### src/rtl/bp_pkg.sv
// Shared types and helpers for the branch predictor: counter reset value and
// saturating increment/decrement on a width-agnostic counter container.
package bp_pkg;

    localparam int CTR_W_MAX = 8;

    typedef logic [CTR_W_MAX-1:0] ctr_wide_t;

    function automatic ctr_wide_t ctr_weak_nt(input int bits);
        return ctr_wide_t'((1 << (bits - 1)) - 1);
    endfunction

    function automatic ctr_wide_t sat_inc(input ctr_wide_t v, input int bits);
        ctr_wide_t max_v;
        max_v = ctr_wide_t'((1 << bits) - 1);
        return (v == max_v) ? v : v + ctr_wide_t'(1);
    endfunction

    function automatic ctr_wide_t sat_dec(input ctr_wide_t v);
        return (v == '0) ? v : v - ctr_wide_t'(1);
    endfunction

endpackage

### src/rtl/branch_predictor_if.sv
// Fetch lookup, branch resolution and statistics signals between the core and the predictor.
interface branch_predictor_if #(
    parameter int XLEN    = 64,
    parameter int PHT_IDX = 6
) ();
    logic               fetch_valid;
    logic [XLEN-1:0]    fetch_pc;
    logic               pred_hit;
    logic               pred_taken;
    logic [XLEN-1:0]    pred_target;
    logic [PHT_IDX-1:0] pred_ghr;
    logic               upd_valid;
    logic [XLEN-1:0]    upd_pc;
    logic [XLEN-1:0]    upd_target;
    logic               upd_taken;
    logic               upd_pred_taken;
    logic [PHT_IDX-1:0] upd_ghr;
    logic               mispredict;
    logic [XLEN-1:0]    redirect_pc;
    logic [31:0]        stat_branches;
    logic [31:0]        stat_mispredicts;

    modport master (
        output fetch_valid, fetch_pc, upd_valid, upd_pc, upd_target, upd_taken,
               upd_pred_taken, upd_ghr,
        input  pred_hit, pred_taken, pred_target, pred_ghr, mispredict, redirect_pc,
               stat_branches, stat_mispredicts
    );

    modport slave (
        input  fetch_valid, fetch_pc, upd_valid, upd_pc, upd_target, upd_taken,
               upd_pred_taken, upd_ghr,
        output pred_hit, pred_taken, pred_target, pred_ghr, mispredict, redirect_pc,
               stat_branches, stat_mispredicts
    );
endinterface

### src/rtl/sat_counter_table.sv
// Pattern history table: saturating counters with a combinational read port and a
// registered read-modify-write update port.
module sat_counter_table
    import bp_pkg::*;
#(
    parameter int IDX      = 6,
    parameter int CTR_BITS = 2
) (
    input  logic                clk,
    input  logic                rst_n,
    input  logic [IDX-1:0]      rd_idx,
    output logic [CTR_BITS-1:0] rd_ctr,
    input  logic                wr_en,
    input  logic [IDX-1:0]      wr_idx,
    input  logic                wr_taken
);
    localparam int N = 1 << IDX;
    localparam logic [CTR_BITS-1:0] CTR_RST = CTR_BITS'(ctr_weak_nt(CTR_BITS));

    logic [CTR_BITS-1:0] ctr_q [N];
    logic [CTR_BITS-1:0] ctr_d [N];
    logic [CTR_BITS-1:0] wr_old;

    assign rd_ctr = ctr_q[rd_idx];
    assign wr_old = ctr_q[wr_idx];

    always_comb begin
        ctr_d = ctr_q;
        if (wr_en) begin
            ctr_d[wr_idx] = wr_taken ? CTR_BITS'(sat_inc(ctr_wide_t'(wr_old), CTR_BITS))
                                     : CTR_BITS'(sat_dec(ctr_wide_t'(wr_old)));
        end
    end

    always_ff @(posedge clk or negedge rst_n) begin
        if (!rst_n) begin
            for (int i = 0; i < N; i++) ctr_q[i] <= CTR_RST;
        end else begin
            ctr_q <= ctr_d;
        end
    end
endmodule

### src/rtl/branch_predictor.sv
// Dynamic branch predictor: direct-mapped BTB plus bimodal/gshare PHT, speculative
// global history with mispredict restore, and saturating event statistics.
module branch_predictor
    import bp_pkg::*;
#(
    parameter int XLEN     = 64,
    parameter int BTB_IDX  = 4,
    parameter int TAG_BITS = 12,
    parameter int PHT_IDX  = 6,
    parameter int CTR_BITS = 2,
    parameter int GSHARE   = 0
) (
    input  logic              clk,
    input  logic              reset,
    branch_predictor_if.slave bp
);
    localparam int BTB_N  = 1 << BTB_IDX;
    localparam int TAG_LO = BTB_IDX;
    localparam int TAG_HI = BTB_IDX + TAG_BITS - 1;

    typedef struct packed {
        logic                valid;
        logic [TAG_BITS-1:0] tag;
        logic [XLEN-1:0]     target;
    } btb_entry_t;

    btb_entry_t          btb_q [BTB_N];
    btb_entry_t          btb_d [BTB_N];
    logic [PHT_IDX-1:0]  ghr_q, ghr_d;
    logic [31:0]         stat_branches_q, stat_branches_d;
    logic [31:0]         stat_mispredicts_q, stat_mispredicts_d;

    btb_entry_t          f_ent, u_ent;
    logic                f_hit, u_hit, f_taken, mispredict;
    logic [XLEN-1:0]     u_target;
    logic [PHT_IDX-1:0]  f_pht_idx, u_pht_idx;
    logic [CTR_BITS-1:0] f_ctr;
    logic                unused_pc_hi;

    assign f_ent    = btb_q[bp.fetch_pc[BTB_IDX-1:0]];
    assign f_hit    = f_ent.valid && (f_ent.tag == bp.fetch_pc[TAG_HI:TAG_LO]);
    assign u_ent    = btb_q[bp.upd_pc[BTB_IDX-1:0]];
    assign u_hit    = u_ent.valid && (u_ent.tag == bp.upd_pc[TAG_HI:TAG_LO]);
    assign u_target = u_hit ? u_ent.target : '0;
    assign unused_pc_hi = ^bp.fetch_pc[XLEN-1:TAG_HI+1];

    // Fetch indexes with the live speculative history, updates with the snapshot
    // carried down the pipe, so both touch the same counter for a given branch.
    assign f_pht_idx = (GSHARE != 0) ? (bp.fetch_pc[PHT_IDX-1:0] ^ ghr_q)
                                     : bp.fetch_pc[PHT_IDX-1:0];
    assign u_pht_idx = (GSHARE != 0) ? (bp.upd_pc[PHT_IDX-1:0] ^ bp.upd_ghr)
                                     : bp.upd_pc[PHT_IDX-1:0];

    sat_counter_table #(
        .IDX      (PHT_IDX),
        .CTR_BITS (CTR_BITS)
    ) u_pht (
        .clk      (clk),
        .rst_n    (reset),
        .rd_idx   (f_pht_idx),
        .rd_ctr   (f_ctr),
        .wr_en    (bp.upd_valid),
        .wr_idx   (u_pht_idx),
        .wr_taken (bp.upd_taken)
    );

    assign f_taken        = f_hit && f_ctr[CTR_BITS-1];
    assign bp.pred_hit    = f_hit;
    assign bp.pred_taken  = f_taken;
    assign bp.pred_target = f_hit ? f_ent.target : '0;
    assign bp.pred_ghr    = ghr_q;

    assign mispredict = bp.upd_valid &&
                        ((bp.upd_taken != bp.upd_pred_taken) ||
                         (bp.upd_taken && bp.upd_pred_taken && (bp.upd_target != u_target)));
    assign bp.mispredict  = mispredict;
    assign bp.redirect_pc = !bp.upd_valid ? '0 :
                            bp.upd_taken  ? bp.upd_target : bp.upd_pc + XLEN'(1);
    assign bp.stat_branches    = stat_branches_q;
    assign bp.stat_mispredicts = stat_mispredicts_q;

    always_comb begin
        btb_d              = btb_q;
        ghr_d              = ghr_q;
        stat_branches_d    = stat_branches_q;
        stat_mispredicts_d = stat_mispredicts_q;
        if (bp.upd_valid && bp.upd_taken) begin
            btb_d[bp.upd_pc[BTB_IDX-1:0]] = '{valid: 1'b1,
                                               tag: bp.upd_pc[TAG_HI:TAG_LO],
                                               target: bp.upd_target};
        end
        // A mispredict restore wins over a same-cycle speculative shift.
        if (GSHARE != 0) begin
            if (mispredict) begin
                ghr_d = {bp.upd_ghr[PHT_IDX-2:0], bp.upd_taken};
            end else if (bp.fetch_valid && f_hit) begin
                ghr_d = {ghr_q[PHT_IDX-2:0], f_taken};
            end
        end
        if (bp.upd_valid && (stat_branches_q != '1)) begin
            stat_branches_d = stat_branches_q + 32'd1;
        end
        if (mispredict && (stat_mispredicts_q != '1)) begin
            stat_mispredicts_d = stat_mispredicts_q + 32'd1;
        end
    end

    always_ff @(posedge clk or negedge reset) begin
        if (!reset) begin
            for (int i = 0; i < BTB_N; i++) btb_q[i] <= '0;
            ghr_q              <= '0;
            stat_branches_q    <= '0;
            stat_mispredicts_q <= '0;
        end else begin
            btb_q              <= btb_d;
            ghr_q              <= ghr_d;
            stat_branches_q    <= stat_branches_d;
            stat_mispredicts_q <= stat_mispredicts_d;
        end
    end
endmodule

### src/flat_wrapper.sv
// flat-port wrapper written by rule: the top's interface ports become plain ports
module branch_predictor_flat import bp_pkg::*;
#(
    parameter int XLEN     = 64,
    parameter int BTB_IDX  = 4,
    parameter int TAG_BITS = 12,
    parameter int PHT_IDX  = 6,
    parameter int CTR_BITS = 2,
    parameter int GSHARE   = 0
)
  (clk, reset, bp_fetch_valid, bp_fetch_pc, bp_upd_valid, bp_upd_pc, bp_upd_target, bp_upd_taken, bp_upd_pred_taken, bp_upd_ghr, bp_pred_hit, bp_pred_taken, bp_pred_target, bp_pred_ghr, bp_mispredict, bp_redirect_pc, bp_stat_branches, bp_stat_mispredicts);
  branch_predictor_if #(.XLEN(XLEN), .PHT_IDX(PHT_IDX)) bp_i ();
  input  logic clk;
  input  logic reset;
  input wire logic [$bits(bp_i.fetch_valid)-1:0] bp_fetch_valid;
  input wire logic [$bits(bp_i.fetch_pc)-1:0] bp_fetch_pc;
  input wire logic [$bits(bp_i.upd_valid)-1:0] bp_upd_valid;
  input wire logic [$bits(bp_i.upd_pc)-1:0] bp_upd_pc;
  input wire logic [$bits(bp_i.upd_target)-1:0] bp_upd_target;
  input wire logic [$bits(bp_i.upd_taken)-1:0] bp_upd_taken;
  input wire logic [$bits(bp_i.upd_pred_taken)-1:0] bp_upd_pred_taken;
  input wire logic [$bits(bp_i.upd_ghr)-1:0] bp_upd_ghr;
  output wire logic [$bits(bp_i.pred_hit)-1:0] bp_pred_hit;
  output wire logic [$bits(bp_i.pred_taken)-1:0] bp_pred_taken;
  output wire logic [$bits(bp_i.pred_target)-1:0] bp_pred_target;
  output wire logic [$bits(bp_i.pred_ghr)-1:0] bp_pred_ghr;
  output wire logic [$bits(bp_i.mispredict)-1:0] bp_mispredict;
  output wire logic [$bits(bp_i.redirect_pc)-1:0] bp_redirect_pc;
  output wire logic [$bits(bp_i.stat_branches)-1:0] bp_stat_branches;
  output wire logic [$bits(bp_i.stat_mispredicts)-1:0] bp_stat_mispredicts;
  assign bp_i.fetch_valid = bp_fetch_valid;
  assign bp_i.fetch_pc = bp_fetch_pc;
  assign bp_i.upd_valid = bp_upd_valid;
  assign bp_i.upd_pc = bp_upd_pc;
  assign bp_i.upd_target = bp_upd_target;
  assign bp_i.upd_taken = bp_upd_taken;
  assign bp_i.upd_pred_taken = bp_upd_pred_taken;
  assign bp_i.upd_ghr = bp_upd_ghr;
  assign bp_pred_hit = bp_i.pred_hit;
  assign bp_pred_taken = bp_i.pred_taken;
  assign bp_pred_target = bp_i.pred_target;
  assign bp_pred_ghr = bp_i.pred_ghr;
  assign bp_mispredict = bp_i.mispredict;
  assign bp_redirect_pc = bp_i.redirect_pc;
  assign bp_stat_branches = bp_i.stat_branches;
  assign bp_stat_mispredicts = bp_i.stat_mispredicts;
  branch_predictor #(.XLEN(XLEN), .BTB_IDX(BTB_IDX), .TAG_BITS(TAG_BITS), .PHT_IDX(PHT_IDX), .CTR_BITS(CTR_BITS), .GSHARE(GSHARE)) u_core (.clk(clk), .reset(reset), .bp(bp_i));
endmodule
### config.mk
export PLATFORM = sky130hd
export DESIGN_NAME = branch_predictor_flat
export DESIGN_NICKNAME = d
export VERILOG_FILES = /design/src/rtl/bp_pkg.sv /design/src/rtl/branch_predictor_if.sv /design/src/rtl/sat_counter_table.sv /design/src/rtl/branch_predictor.sv /design/src/flat_wrapper.sv
export SDC_FILE = /design/constraint.sdc
export NUM_CORES = 2
export LEC_CHECK = 0
export CAP_MARGIN = 20
export CORE_AREA = 3 3 480 482
export CTS_CLUSTER_SIZE = 12
export DETAILED_ROUTE_END_ITERATION = 16
export DIE_AREA = 0 0 483 485
export PLACE_DENSITY = 0.53
export SETUP_SLACK_MARGIN = 0.05
export SLEW_MARGIN = 20
export SYNTH_ARGS = -nofsm -noshare
export SYNTH_HDL_FRONTEND = slang
export SYNTH_SLANG_ARGS = --single-unit
export TNS_END_PERCENT = 50
### constraint.sdc
create_clock -name clk -period 12 [get_ports clk]
set_clock_uncertainty 0.15 [all_clocks]
set_input_delay 2.4 -clock clk [delete_from_list [all_inputs] [get_ports clk]]
set_output_delay 2.4 -clock clk [all_outputs]
set_load 0.03 [all_outputs]
After elaboration in Yosys (flattened, before gate mapping). Cells that the tools add are included.

Bits in latches: 0. Flip-flop bits (word level): 1424. Logic and storage cells: 174. Memories: 0. Memory bits (writable): 0. Bits in read-only memories: 0.

$mul: 0. Div/mod/pow operators: 0. Bitwise gates (word level): 4. Muxes and demuxes: 25. Reduce and logical (&&, ||, !) cells: 13. Add/sub/neg operators: 5. Order comparisons: 6. Shifts and indexed selects: 0. Equal/unequal tests: 7.

Operators by type and width (count): $bwmux W1232 (1); $bmux W77 S4 (2); $mux W77 (5); $demux W77 S4 (1); $mux W64 (4); $bwmux W128 (1); $add A32 B1 Y32 const B (2); $add A64 B1 Y64 const B (1); $ne A32 B32 Y1 const B (2); $ne A64 B64 Y1 (1); $bmux W2 S6 (2); $eq A12 B12 Y1 (2); $mux W2 (8); $ge A7 B7 Y1 const B (2); $not A6 Y7 (2); $demux W2 S6 (1); $logic_and A1 B1 Y1 (11); $ge A5 B5 Y1 const B (2); $not A4 Y5 (2); $lt A7 B1 Y1 const B (1); $lt A5 B1 Y1 const B (1); $add A2 B1 Y2 const B (1); $eq A2 B2 Y1 const B (1); $logic_not A2 Y1 (1); 3 further kinds (3).

Longest topological paths before layout.
Depth in word-level cells: 12. Mapped depth: 23. Mapped depth without buffers: 14.

Cells and area by module. From an unflattened synthesis, not the netlist that was laid out.

Cell total of the unflattened synthesis: 5719. Area, all modules: 79542.5 um2.

Modules (own cells, without submodules): branch_predictor (area an instance 72298.1 um2, times used 1, cells an instance 5091, sequential area each 32431.1 um2); sat_counter_table (area an instance 7244.4 um2, times used 1, cells an instance 628, sequential area each 3283.1 um2).

Worst setup path before layout. OpenSTA, ideal clock, no wires.

Path kind: input-to-output. From: in bp_fetch_pc[0]. To: out bp_pred_target[14]. Data arrival time: 5.896 ns. Slack: 3.554 ns. Stages on the path: 11. Cell sequence: clkbuf_1 -> buf_1 -> mux4_2 -> mux4_2 -> xnor2_1 -> nand4_1 -> nor4_1 -> nand4_1 -> clkbuf_1 -> clkbuf_1 -> nor2b_1.

Longest elaborated chain between the ends: 7.

RTL lines: start: declaration (RTL line flat_wrapper.sv:16) `input wire logic [$bits(bp_i.fetch_pc)-1:0] bp_fetch_pc;`; $not A4 Y5 (implied by the code) (*) (RTL line branch_predictor.sv:40) `assign f_ent = btb_q[bp.fetch_pc[BTB_IDX-1:0]];`; $bmux W77 S4 (*) (RTL line branch_predictor.sv:40); $mux W77 (implied by the code) (*) (2 in a row) (RTL line branch_predictor.sv:40); $eq A12 B12 Y1 (RTL line branch_predictor.sv:41) `assign f_hit = f_ent.valid && (f_ent.tag == bp.fetch_pc[TAG_HI:TAG_LO]);`; $logic_and A1 B1 Y1 (RTL line branch_predictor.sv:41); $mux W64 (*) (RTL line branch_predictor.sv:70) `assign bp.pred_target = f_hit ? f_ent.target : '0;`; end: declaration (RTL line flat_wrapper.sv:25) `output wire logic [$bits(bp_i.pred_target)-1:0] bp_pred_target;`.

Mark *: on every way between the ends. The rest lies on a longest branch, timed or not. The select of a mux whose other input is x is not followed.

Worst setup path in the final report.
From: in bp_upd_pc[0]. To: out bp_mispredict.

Longest elaborated chain between the ends: 11.

RTL lines: start: declaration (RTL line flat_wrapper.sv:18) `input wire logic [$bits(bp_i.upd_pc)-1:0] bp_upd_pc;`; $not A4 Y5 (implied by the code) (*) (RTL line branch_predictor.sv:42) `assign u_ent = btb_q[bp.upd_pc[BTB_IDX-1:0]];`; $bmux W77 S4 (*) (RTL line branch_predictor.sv:42); $mux W77 (implied by the code) (*) (2 in a row) (RTL line branch_predictor.sv:42); $eq A12 B12 Y1 (RTL line branch_predictor.sv:43) `assign u_hit = u_ent.valid && (u_ent.tag == bp.upd_pc[TAG_HI:TAG_LO]);`; $logic_and A1 B1 Y1 (RTL line branch_predictor.sv:43); $mux W64 (*) (RTL line branch_predictor.sv:44) `assign u_target = u_hit ? u_ent.target : '0;`; $ne A64 B64 Y1 (*) (RTL line branch_predictor.sv:75) `(bp.upd_taken && bp.upd_pred_taken && (bp.upd_target != u_target)));`; $logic_and A1 B1 Y1 (*) (RTL line branch_predictor.sv:75); $logic_or A1 B1 Y1 (*) (RTL line branch_predictor.sv:74) `((bp.upd_taken != bp.upd_pred_taken) ||`; $logic_and A1 B1 Y1 (*) (RTL line branch_predictor.sv:73) `assign mispredict = bp.upd_valid &&`; end: declaration (RTL line flat_wrapper.sv:27) `output wire logic [$bits(bp_i.mispredict)-1:0] bp_mispredict;`.

Marks and branches as above.

==> results.ini <==
[yosys]
yosysWarnings = 0
async_flop_share_pct = 100
synth_fa_ha_area_share_pct = 0.139
synth_edf_count = 0
synth-xor-area-share_pct = 1.98
synth_top_family_by_area = multiplexers
yosys.area_share.simple_pct = 6.04
syn_inst = 6111
synthMuxAreaShare_pct = 35.6
synth_area_per_cell_um2 = 12.9
seq_area_frac_synth_pct = 45.2
mappedNetlistArea_mm2 = 0.0790
synthFlopType = dfrtp_1
synth_cell_types = 108
yosys_register_bits = 1424
synth_compound_area_share_pct = 7.32

[drt]
ant_nets = 0
wl_mm = 311
drt_pre_antenna_iters = 5
avgRoutedWirePerCell_um = 33.3
vias = 57600
drc_errors = 0
vias_per_cell = 6.15
drt_iter0_markers = 5916

[cts]
holdBufCountCts = 0
cts_tree = yes
cts_buffers = 161
root_buffer = clkbuf_16
postCtsSetupBuffers = 0
cts_buffer_depth = 3
cts_sinks = 1424
clk_latency_ns = 0.83
htree_levels = 4
post_cts_resized = 0
clk_pin_slew_ns = 0.06

[pwr]
p_leak_nw = 37.4
p_per_area_mw_per_mm2 = 160
ir_worst_vdd_uv = 136
switchingPower_mw = 4.28
p_int_mw = 10.3
combPwrFrac_pct = 21.4
p_seq_share_pct = 43.9
pwr-share-clk_pct = 34.6
swShare_pct = 29.4

[grt]
grt.overflow.total = 0
grt_pass1_wl_mm = 442
grt_max_degree = 163
grt_pass1_vias = 57800
antenna_found_initial = 37
track_usage_pct = 25.9

[layout]
post-route-util_pct = 40.1
drive_gt1_share_pct = 40.3
fill_cells = 21500
area_growth_syn_to_layout_pct = 15.1
nets = 6414

[placement]
numPortBuffers = 343
routabilityCongestion = 0.858
dp_hpwl_mm = 188

[timing]
tightest_slew_ns = 1.19
maxSlewHeadroom_pct = 19.8
setup_viol = 0
period_needed_ns = 10.69
drv_slew = 0
fin_tns_setup_ns = 0
fmax_mhz = 93.6
post-route-period-util_pct = 89.1
hold_viol = 0
rsz0062_at_grt = no

[die]
core-area_mm2 = 0.227
die_x_um = 483
initial_core_util_pct = 34.8
die_y_um = 485
dieArea_mm2 = 0.234
row_count = 175
io_pins = 405

[worst_setup_path]
critical_path.startpoint_type = primary input
crit_path_max_fanout = 74
critPathArrivalTime_ns = 8.14
end_kind = primary output
crit_type = in2out
cp.required_ns = 9.45

[flow_run]
drv_cap = 0

[min_path]
hold_class = reg2reg

[run_status]
status = completed

## flip-flops by register name, indices dropped and copies added (netlist names)
register,count
u_core.btb_q,1232
u_core.bp.stat_mispredicts,32
u_core.bp.stat_branches,32
u_core.u_pht.ctr_q,128
## critical path: stages
cell and delay, ns:
buf_8 0.54, buf_4 0.54, or3b_2 0.41, buf_4 0.59
o22ai_1 0.15, a211o_1 0.24, o31ai_1 0.78, nand2_1 0.12
o22a_1 0.19, o32ai_1 0.39, nand4_1 0.25, nor4_2 0.30
a21boi_2 0.11, o21a_1 0.32, clkdlybuf4s50_1 0.65
## cells in the final DEF, fill, tap and decap left out, drive strengths merged, types with 64 or more instances in the layout
cell,Yosys,layout
nor2,224,224
buf,187,226
xor2,83,83
clkbuf,449,248
nand3,77,77
mux4,444,444
nor2b,78,78
xnor2,94,94
dfrtp,1360,1360
o21ai,168,168
clkdlybuf4s50,0,332
and2,70,70
o22ai,200,200
nand2,214,214
o221ai,65,65
dfstp,64,64
mux2i,142,142
a21oi,78,78
mux2,1481,1481
## layer usage
metal / GRT usage [%] / share of wire (%) / vias up / wire, um
met5: 0 / 0.018 / - / 57
met4: 11.7 / 4.7 / 10 / 14600
met3: 4.60 / 7.7 / 587 / 24000
met2: 40.9 / 46 / 2707 / 145000
met1: 34.9 / 41 / 31000 / 128000
li1: - / - / 23300 / -
## logic make-up after synthesis
logic type	count (synthesis)
muxes	2067
DFF	1424
and+or+nand+nor	924
AOI/OAI and AO/OA	832
buffers and inverters	677
xor gates and xnor gates	177
adders and majority gates	9
other	1
## layout make-up
cell class / instances / area [um^2] / share of cell area (%)
antenna: 24 / 60.1 / 0.0661
clock buffer: 246 / 4820 / 5.30
clock inverter: 42 / 502 / 0.552
inverter: 41 / 156 / 0.172
multi-input combinational: 4015 / 40500 / 44.6
sequential: 1424 / 35700 / 39.3
tap: 3009 / 3760 / 4.14
timing repair buffer: 560 / 5370 / 5.90
## synthesized netlist by cell type (all sizes together) (83+ instances only)
| master | number | area share [%] |
|---|---|---|
| buf | 187 | 1.4 |
| clkbuf | 449 | 2.1 |
| dfrtp | 1360 | 43 |
| mux2 | 1481 | 21 |
| mux2i | 142 | 1.8 |
| mux4 | 444 | 13 |
| nand2 | 214 | 1.0 |
| nor2 | 224 | 1.1 |
| o21ai | 168 | 1.1 |
| o22ai | 200 | 1.6 |
| xnor2 | 94 | 1.1 |
| xor2 | 83 | 0.93 |
## power groups by stage
stage	registers (mW)	logic, mW	clock network [mW]
5_1_grt	6.51	3.31	5.33
6_report	6.40	3.12	5.04
2_1_floorplan	6.27	2.16	0
3_3_place_gp	6.41	3.06	0
4_1_cts	6.37	3.12	5.13
3_5_place_dp	6.45	3.11	0
## worst paths after layout
kind	from	to	slack, ns	cells after the start
max	bp_upd_pc[0]	bp_mispredict	1.31	15
min	u_core.btb_q[692]$_DFFE_PN0P_	u_core.btb_q[692]$_DFFE_PN0P_	0.35	1
min reg2reg	u_core.btb_q[692]$_DFFE_PN0P_	u_core.btb_q[692]$_DFFE_PN0P_	0.35	1
max reg2reg	u_core.btb_q[68]$_DFFE_PN0P_	u_core.bp.stat_mispredicts[1]$_DFFE_PN0P_	6.40	15
max in group asynchronous	reset	u_core.u_pht.ctr_q[99]$_DFFE_PN0P_	8.06	3
min in group asynchronous	reset	u_core.bp.stat_branches[12]$_DFFE_PN0P_	1.44	1
## metrics by stage
| step | total power, mW | cell area, um^2 | hold slack [ns] | setup WS (ns) | std cells |
|---|---|---|---|---|---|
| final | 14.6 | 90900 | 0.348 | 1.31 | 9361 |
| after global routing | 15.1 | 90900 | 0.363 | 0.962 | 9354 |
| after CTS | 14.6 | 90900 | 0.345 | 1.35 | 9337 |
| after detailed placement | 9.56 | 85500 | 0.330 | 1.36 | 9049 |
| after global placement | 9.46 | 85500 | 0.323 | 1.32 | 9046 |
| after floorplan | 8.43 | 79000 | 0.301 | 3.55 | 6116 |
No activity file was read; power rests on OpenSTA's default activity.
